File: src/rtl/imem_loader.sv
// Hex-character stream loader: packs ASCII hex pairs big-endian into 32-bit words
// and writes them to instruction memory. Optional XOR checksum: IMEM_LOADER_CHECKSUM_EN.
module imem_loader #(
    parameter int ADDR_W    = 10,
    parameter int MAX_WORDS = 1024
) (
    input  logic              clk,
    input  logic              resetB,
    input  logic              clear,
    input  logic              char_valid,
    input  logic [7:0]        char_data,
    output logic              char_ready,
    output logic              imem_ceb,
    output logic              imem_web,
    output logic [ADDR_W-1:0] imem_addr,
    output logic [31:0]       imem_wdata,
    output logic              load_done,
    output logic [15:0]       byte_count,
    output logic              load_error,
    output logic [7:0]        checksum
);

    // state   | meaning
    // ACCEPT  | taking characters, assembling nibbles/bytes into word_q
    // WRITE   | one-cycle write strobe on the memory port
    // DONE    | terminator seen and flushed; idle until clear
    typedef enum logic [1:0] {S_ACCEPT, S_WRITE, S_DONE} state_t;

    localparam logic [ADDR_W-1:0] LAST_IDX = ADDR_W'(MAX_WORDS - 1);
    localparam logic [ADDR_W-1:0] IDX_ONE  = {{(ADDR_W-1){1'b0}}, 1'b1};

    state_t            state_q, state_d;
    logic              hi_pend_q, hi_pend_d;
    logic [3:0]        hi_nib_q, hi_nib_d;
    logic [1:0]        byte_idx_q, byte_idx_d;
    logic [31:0]       word_q, word_d;
    logic [ADDR_W-1:0] word_idx_q, word_idx_d;
    logic              full_q, full_d;
    logic              term_q, term_d;

    logic              char_ready_q, char_ready_d;
    logic              imem_ceb_q, imem_ceb_d;
    logic              imem_web_q, imem_web_d;
    logic [ADDR_W-1:0] imem_addr_q, imem_addr_d;
    logic [31:0]       imem_wdata_q, imem_wdata_d;
    logic              load_done_q, load_done_d;
    logic [15:0]       byte_count_q, byte_count_d;
    logic              load_error_q, load_error_d;

    logic              xfer, is_hex, is_term, commit, start_write;
    logic [3:0]        nib;
    logic [7:0]        commit_byte;
    logic [31:0]       word_new;

`ifdef IMEM_LOADER_CHECKSUM_EN
    logic [7:0]        checksum_q, checksum_d;
`endif

    always_comb begin
        is_hex = 1'b1;
        nib    = char_data[3:0];
        if (char_data >= 8'h30 && char_data <= 8'h39) begin
            nib = char_data[3:0];
        end else if ((char_data >= 8'h41 && char_data <= 8'h46) ||
                     (char_data >= 8'h61 && char_data <= 8'h66)) begin
            nib = char_data[3:0] + 4'd9;
        end else begin
            is_hex = 1'b0;
        end
        is_term = (char_data == 8'h0A) || (char_data == 8'h0D) || (char_data == 8'h04);
    end

    always_comb begin
        state_d      = state_q;
        hi_pend_d    = hi_pend_q;
        hi_nib_d     = hi_nib_q;
        byte_idx_d   = byte_idx_q;
        word_d       = word_q;
        word_idx_d   = word_idx_q;
        full_d       = full_q;
        term_d       = term_q;
        imem_ceb_d   = 1'b1;
        imem_web_d   = 1'b1;
        imem_addr_d  = imem_addr_q;
        imem_wdata_d = imem_wdata_q;
        load_done_d  = load_done_q;
        byte_count_d = byte_count_q;
        load_error_d = load_error_q;
`ifdef IMEM_LOADER_CHECKSUM_EN
        checksum_d   = checksum_q;
`endif
        xfer         = char_valid && char_ready_q;
        commit       = 1'b0;
        commit_byte  = 8'h00;
        start_write  = 1'b0;
        word_new     = word_q;

        case (state_q)
            S_ACCEPT: begin
                if (xfer) begin
                    if (is_term) begin
                        // an unpaired high nibble becomes a byte with a zero low nibble
                        commit      = hi_pend_q;
                        commit_byte = {hi_nib_q, 4'h0};
                        if (hi_pend_q || byte_idx_q != 2'd0) begin
                            start_write = 1'b1;
                            term_d      = 1'b1;
                        end else begin
                            state_d     = S_DONE;
                            load_done_d = 1'b1;
                        end
                    end else if (is_hex && !full_q) begin
                        if (!hi_pend_q) begin
                            hi_pend_d = 1'b1;
                            hi_nib_d  = nib;
                        end else begin
                            commit      = 1'b1;
                            commit_byte = {hi_nib_q, nib};
                            start_write = (byte_idx_q == 2'd3);
                        end
                    end else begin
                        load_error_d = 1'b1;
                    end
                end
                if (commit) begin
                    word_new     = word_q | ({24'h0, commit_byte} << {~byte_idx_q, 3'b000});
                    word_d       = word_new;
                    byte_idx_d   = byte_idx_q + 2'd1;
                    hi_pend_d    = 1'b0;
                    byte_count_d = byte_count_q + 16'd1;
`ifdef IMEM_LOADER_CHECKSUM_EN
                    checksum_d   = checksum_q ^ commit_byte;
`endif
                end
                if (start_write) begin
                    state_d      = S_WRITE;
                    byte_idx_d   = 2'd0;
                    imem_ceb_d   = 1'b0;
                    imem_web_d   = 1'b0;
                    imem_addr_d  = word_idx_q;
                    imem_wdata_d = word_new;
                end
            end
            S_WRITE: begin
                word_d = 32'h0;
                // the index parks on the last word so the address can never wrap
                if (word_idx_q == LAST_IDX) begin
                    full_d = 1'b1;
                end else begin
                    word_idx_d = word_idx_q + IDX_ONE;
                end
                if (term_q) begin
                    state_d     = S_DONE;
                    load_done_d = 1'b1;
                    term_d      = 1'b0;
                end else begin
                    state_d = S_ACCEPT;
                end
            end
            default: begin
            end
        endcase

        char_ready_d = (state_d == S_ACCEPT);

        if (clear) begin
            state_d      = S_ACCEPT;
            hi_pend_d    = 1'b0;
            hi_nib_d     = 4'h0;
            byte_idx_d   = 2'd0;
            word_d       = 32'h0;
            word_idx_d   = '0;
            full_d       = 1'b0;
            term_d       = 1'b0;
            char_ready_d = 1'b0;
            imem_ceb_d   = 1'b1;
            imem_web_d   = 1'b1;
            imem_addr_d  = '0;
            imem_wdata_d = 32'h0;
            load_done_d  = 1'b0;
            byte_count_d = 16'h0;
            load_error_d = 1'b0;
`ifdef IMEM_LOADER_CHECKSUM_EN
            checksum_d   = 8'h00;
`endif
        end
    end

    always_ff @(posedge clk or negedge resetB) begin
        if (!resetB) begin
            state_q      <= S_ACCEPT;
            hi_pend_q    <= 1'b0;
            hi_nib_q     <= 4'h0;
            byte_idx_q   <= 2'd0;
            word_q       <= 32'h0;
            word_idx_q   <= '0;
            full_q       <= 1'b0;
            term_q       <= 1'b0;
            char_ready_q <= 1'b0;
            imem_ceb_q   <= 1'b1;
            imem_web_q   <= 1'b1;
            imem_addr_q  <= '0;
            imem_wdata_q <= 32'h0;
            load_done_q  <= 1'b0;
            byte_count_q <= 16'h0;
            load_error_q <= 1'b0;
        end else begin
            state_q      <= state_d;
            hi_pend_q    <= hi_pend_d;
            hi_nib_q     <= hi_nib_d;
            byte_idx_q   <= byte_idx_d;
            word_q       <= word_d;
            word_idx_q   <= word_idx_d;
            full_q       <= full_d;
            term_q       <= term_d;
            char_ready_q <= char_ready_d;
            imem_ceb_q   <= imem_ceb_d;
            imem_web_q   <= imem_web_d;
            imem_addr_q  <= imem_addr_d;
            imem_wdata_q <= imem_wdata_d;
            load_done_q  <= load_done_d;
            byte_count_q <= byte_count_d;
            load_error_q <= load_error_d;
        end
    end

`ifdef IMEM_LOADER_CHECKSUM_EN
    always_ff @(posedge clk or negedge resetB) begin
        if (!resetB) begin
            checksum_q <= 8'h00;
        end else begin
            checksum_q <= checksum_d;
        end
    end
    assign checksum = checksum_q;
`else
    assign checksum = 8'h00;
`endif

    assign char_ready = char_ready_q;
    assign imem_ceb   = imem_ceb_q;
    assign imem_web   = imem_web_q;
    assign imem_addr  = imem_addr_q;
    assign imem_wdata = imem_wdata_q;
    assign load_done  = load_done_q;
    assign byte_count = byte_count_q;
    assign load_error = load_error_q;

endmodule
File: config.mk
export PLATFORM = sky130hd
export DESIGN_NAME = imem_loader
export DESIGN_NICKNAME = d
export VERILOG_FILES = /design/src/rtl/imem_loader.sv
export SDC_FILE = /design/constraint.sdc
export NUM_CORES = 1
export LEC_CHECK = 0
export ABC_AREA = 1
export BUFFER_PORTS_ARGS = -buffer_cell sky130_fd_sc_hd__buf_2
export CAP_MARGIN = 15
export CELL_PAD_IN_SITES_DETAIL_PLACEMENT = 0
export CELL_PAD_IN_SITES_GLOBAL_PLACEMENT = 2
export CORE_AREA = 3 3 132 134
export DETAILED_ROUTE_END_ITERATION = 10
export DIE_AREA = 0 0 135 137
export PLACE_DENSITY_LB_ADDON = 0.1
export SETUP_SLACK_MARGIN = 0.02
export SLEW_MARGIN = 15
export SYNTH_ARGS = -nofsm -noshare
export SYNTH_HDL_FRONTEND = slang
export SYNTH_SLANG_ARGS = --single-unit
File: constraint.sdc
create_clock -name clk -period 3.5 [get_ports clk]
set_input_delay 0.525 -clock clk [delete_from_list [all_inputs] [get_ports clk]]
set_output_delay 0.525 -clock clk [all_outputs]
set_load 0.1 [all_outputs]
==> qor.yml <==
run_status:
  result_of_the_run: "complete, no violations"
yosys:
  post_synth_and_or_nand_nor_area_fraction_pct: 28.9
  seq_area_frac_synth_pct: 48.1
  synth-warning-count: 0
  synthesized_netlist_cell_count: 724
  synth-xor-area-share_pct: 2.34
  ranking_of_synthesized_cells_by_area: "sky130_fd_sc_hd__dfrtp_1, sky130_fd_sc_hd__nand2_1, sky130_fd_sc_hd__inv_1, sky130_fd_sc_hd__o21ai_0, sky130_fd_sc_hd__nand3_1"
  synth_top_family_by_area: "simple AND/OR/NAND/NOR gates"
  synthDominantAreaCellType: "sky130_fd_sc_hd__dfrtp_1"
  syn_area_mm2: 0.00598
  synthDominantCellAreaShare_pct: 47.7
  synth-seq-cells: 115
  yosysUniqueCellTypes: 41
  synthAdderAreaFrac_pct: 1.88
  synth_area_in_compound_gates_pct: 10.8
  synth_mux_area_share_pct: 0
  post_synth.cell_area_avg_um2: 8.26
floorplanning:
  fp-row-count: 47
  initial_utilization_pct: 36.5
  dieArea_mm2: 0.0185
  die_width_um: 135
  die_y_um: 137
  io_pins: 83
  core-area_mm2: 0.0164
global_route:
  grt_pass1_vias: 4857
  antenna_found_initial: 0
  grt_first_pass_wirelength_um: 25700
  pin_count_of_the_biggest_net_entering_global_routing: 62
  grt-ovfl-total: 0
  grt.total_usage_pct: 17.6
detailed_routing:
  detail_route.first_pass.iterations: 5
  drc: 0
  wl_per_cell_um: 14.9
  routed-via-count: 4867
  final_antenna_net_count: 0
  wirelength_um: 15400
  detail_route.iter0.violations: 213
  route.detailed.vias_per_inst: 4.73
setup_path:
  most_frequent_cell_on_the_critical_path: "sky130_fd_sc_hd__nand2_1"
  arrival_ns: 2.90
  crit_chain: "clkinv_1, ha_1, inv_1, nor2_1, nand2_1, nand2_1, nor2_4, nand2_8, nor2_8, inv_2, o21ai_2"
  worst_r2r_startpoint: "byte_idx_q[1]$_DFFE_PN0P_"
  crit_path_category: "reg2reg"
  r2r.worst_path.cells: 11
  critical_path.endpoint_type: "flop"
  setup.worst_path.start_class: "flop"
  critical-path-slowest-cell: "sky130_fd_sc_hd__dfrtp_1"
  endpoint: "imem_addr[7]$_DFFE_PN0P_"
  critPathMaxFanout: 34
  regToRegEndpoint: "imem_addr[7]$_DFFE_PN0P_"
  worst-r2r-setup-slack_ns: 0.94
  cp_slowest_stage_delay_ns: 0.55
  critPathLaunch: "byte_idx_q[1]$_DFFE_PN0P_"
  timing.critical_path.required_ns: 3.84
sta:
  slew_headroom_pct: 49.5
  max_freq_mhz: 391
  fin_tns_setup_ns: 0
  final-hold-violation-count: 0
  fin_crit_period_ns: 2.56
  fin_crit_sh_pct: 73.2
  setup_viol_count_final: 0
  rsz_0062_raised_after_global_routing: "false"
  clock-skew-final_ns: 0.00703
  holdWs_ns: 0.168
  slew_viol_final: 0
  timing_worst_slew_pin_value_ns: 0.757
clock_tree:
  clock-root-buffer: "sky130_fd_sc_hd__clkbuf_16"
  cts_buffers: 17
  cts.sink_count: 115
  worst_skew_pair.late_latency_ns: 0.41
  clkTransAtPathRegs_ns: 0.06
  clk_path_buf_depth: 2
  cts-hold-fix-buffers: 0
  number_of_h_tree_branching_levels: 4
  cts_repair_resize_count: 0
  tritoncts: "yes"
  post_cts_buffers: 0
power_and_ir_drop:
  power.density_cell_area_mw_per_mm2: 470
  vdd.ir_drop.worst_uv: 302
  power_switching_share_pct: 24.6
  share_seq_of_total_power_pct: 40.2
  switchingPower_mw: 0.822
  p_clk_share_pct: 53.8
  cellLeakagePower_nw: 3.52
  power_frac_comb_pct: 5.9
  cell_internal_pwr_mw: 2.52
final_layout:
  areaGrowthSynthToFinish_pct: 18.8
  mostFrequentLayoutCell: "sky130_fd_sc_hd__nand2_1"
  multi_input_comb_area_mm2: 0.00266
  fillers: 1684
  finish.net_count: 817
  insertedDiodeCount: 0
  final_cell_mix: "sky130_fd_sc_hd__nand2_1, sky130_fd_sc_hd__dfrtp_1, sky130_fd_sc_hd__buf_2, sky130_fd_sc_hd__inv_1, sky130_fd_sc_hd__nor2_1"
  final-seq-area_mm2: 0.00288
  drive_above_1_share_pct: 19.9
placed_design:
  numPortBuffers: 74
  dp_hpwl_um: 10700
  gpl.final_weighted_congestion: 0.804
flow_run:
  max_capacitance_violation_count: 0
worst_hold_path:
  holdCritPathClass: "in2async"
critical path: cells and delay by family, from the launching register on:
kind                     cells  cell delay (ns)
AO/OA/AOI/OAI                1             0.16
adder cells (fa/ha/maj)      1             0.29
buffers and inverters        3             0.61
flip-flops                   1             0.55
AND/OR/NAND/NOR              6             0.86
through the flow:
stage / utilization (%) / std cells / setup slack [ns] / cell area, um^2 / power (mW)
2_1_floorplan: - / 731 / 1.16 / 6010 / 1.51
3_3_place_gp: 39.5 / 997 / 0.975 / 6490 / 1.57
3_5_place_dp: 39.5 / 997 / 0.923 / 6490 / 1.57
4_1_cts: 43.3 / 1029 / 0.937 / 7110 / 3.39
5_1_grt: 43.3 / 1029 / 0.651 / 7110 / 3.48
6_report: 43.3 / 1029 / 0.940 / 7110 / 3.34
worst min path at each step:
stage | startpoint | endpoint | slack (ns) | cells past startpoint
finish | resetB | byte_count[9]$_DFFE_PN0P_ | 0.17 | 1
global route | resetB | byte_count[8]$_DFFE_PN0P_ | 0.23 | 1
CTS | resetB | byte_count[9]$_DFFE_PN0P_ | 0.20 | 1
detailed placement | imem_wdata[28]$_DFFE_PN0P_ | imem_wdata[28]$_DFFE_PN0P_ | 0.46 | 2
global placement | imem_addr[9]$_DFFE_PN0P_ | imem_addr[9]$_DFFE_PN0P_ | 0.46 | 2
floorplan | resetB | byte_count[0]$_DFFE_PN0P_ | 0.23 | 0
power groups by stage:
stage	Sequential, mW	Combinational [mW]	Clock [mW]
finish	1.34	0.198	1.80
global route	1.34	0.223	1.91
CTS	1.34	0.203	1.84
detailed placement	1.37	0.202	0
global placement	1.37	0.200	0
floorplan	1.39	0.127	0
logic make-up (layout without fill, tap and decap cells):
family,Yosys count,in the layout
DFF,115,115
AOI/OAI and AO/OA,109,109
buffers and inverters,102,180
and+or+nand+nor,372,372
other,1,8
xor gates and xnor gates,16,16
adders and majority gates,9,9
registers in the layout (all words and copies together), names as in the netlist, 2 cells and up:
| register | count |
|---|---|
| hi_nib_q | 4 |
| word_q | 32 |
| word_idx_q | 10 |
| imem_wdata | 32 |
| state_q | 2 |
| imem_addr | 10 |
| byte_idx_q | 2 |
| byte_count | 16 |
routing by layer:
metal | track usage [%] | share of wire [%] | vias to the layer above
li1 | - | - | 2456
met1 | 24.4 | 49 | 2293
met2 | 27.8 | 45 | 97
met3 | 3.86 | 4.1 | 21
met4 | 5.43 | 1.6 | 0
met5 | 0 | 0 | -
layout make-up:
class	count	area share [%]
Clock buffer	18	6.18
Clock inverter	14	2.52
Inverter	70	3.70
Multi-Input combinational cell	514	37.4
Sequential cell	115	40.5
Tap cell	220	3.87
Timing Repair Buffer	78	5.85
cells in the mapped netlist, drive strengths merged:
| cell | instances |
|---|---|
| o31ai | 2 |
| o21a | 9 |
| ha | 9 |
| o21bai | 16 |
| dfstp | 1 |
| nand4 | 15 |
| o21ai | 72 |
| buf | 22 |
| clkbuf | 10 |
| conb | 1 |
| dfrtp | 114 |
| nand2 | 219 |
| nor2 | 53 |
| nor3 | 12 |
| nand3b | 1 |
| nand3 | 44 |
| nor4 | 1 |
| a22oi | 1 |
| a21boi | 1 |
| a21oi | 8 |
| xnor2 | 3 |
| clkinv | 1 |
| or2 | 11 |
| nor2b | 16 |
| inv | 69 |
| xor2 | 13 |
Note: power is estimated with default switching activity, not from simulation.
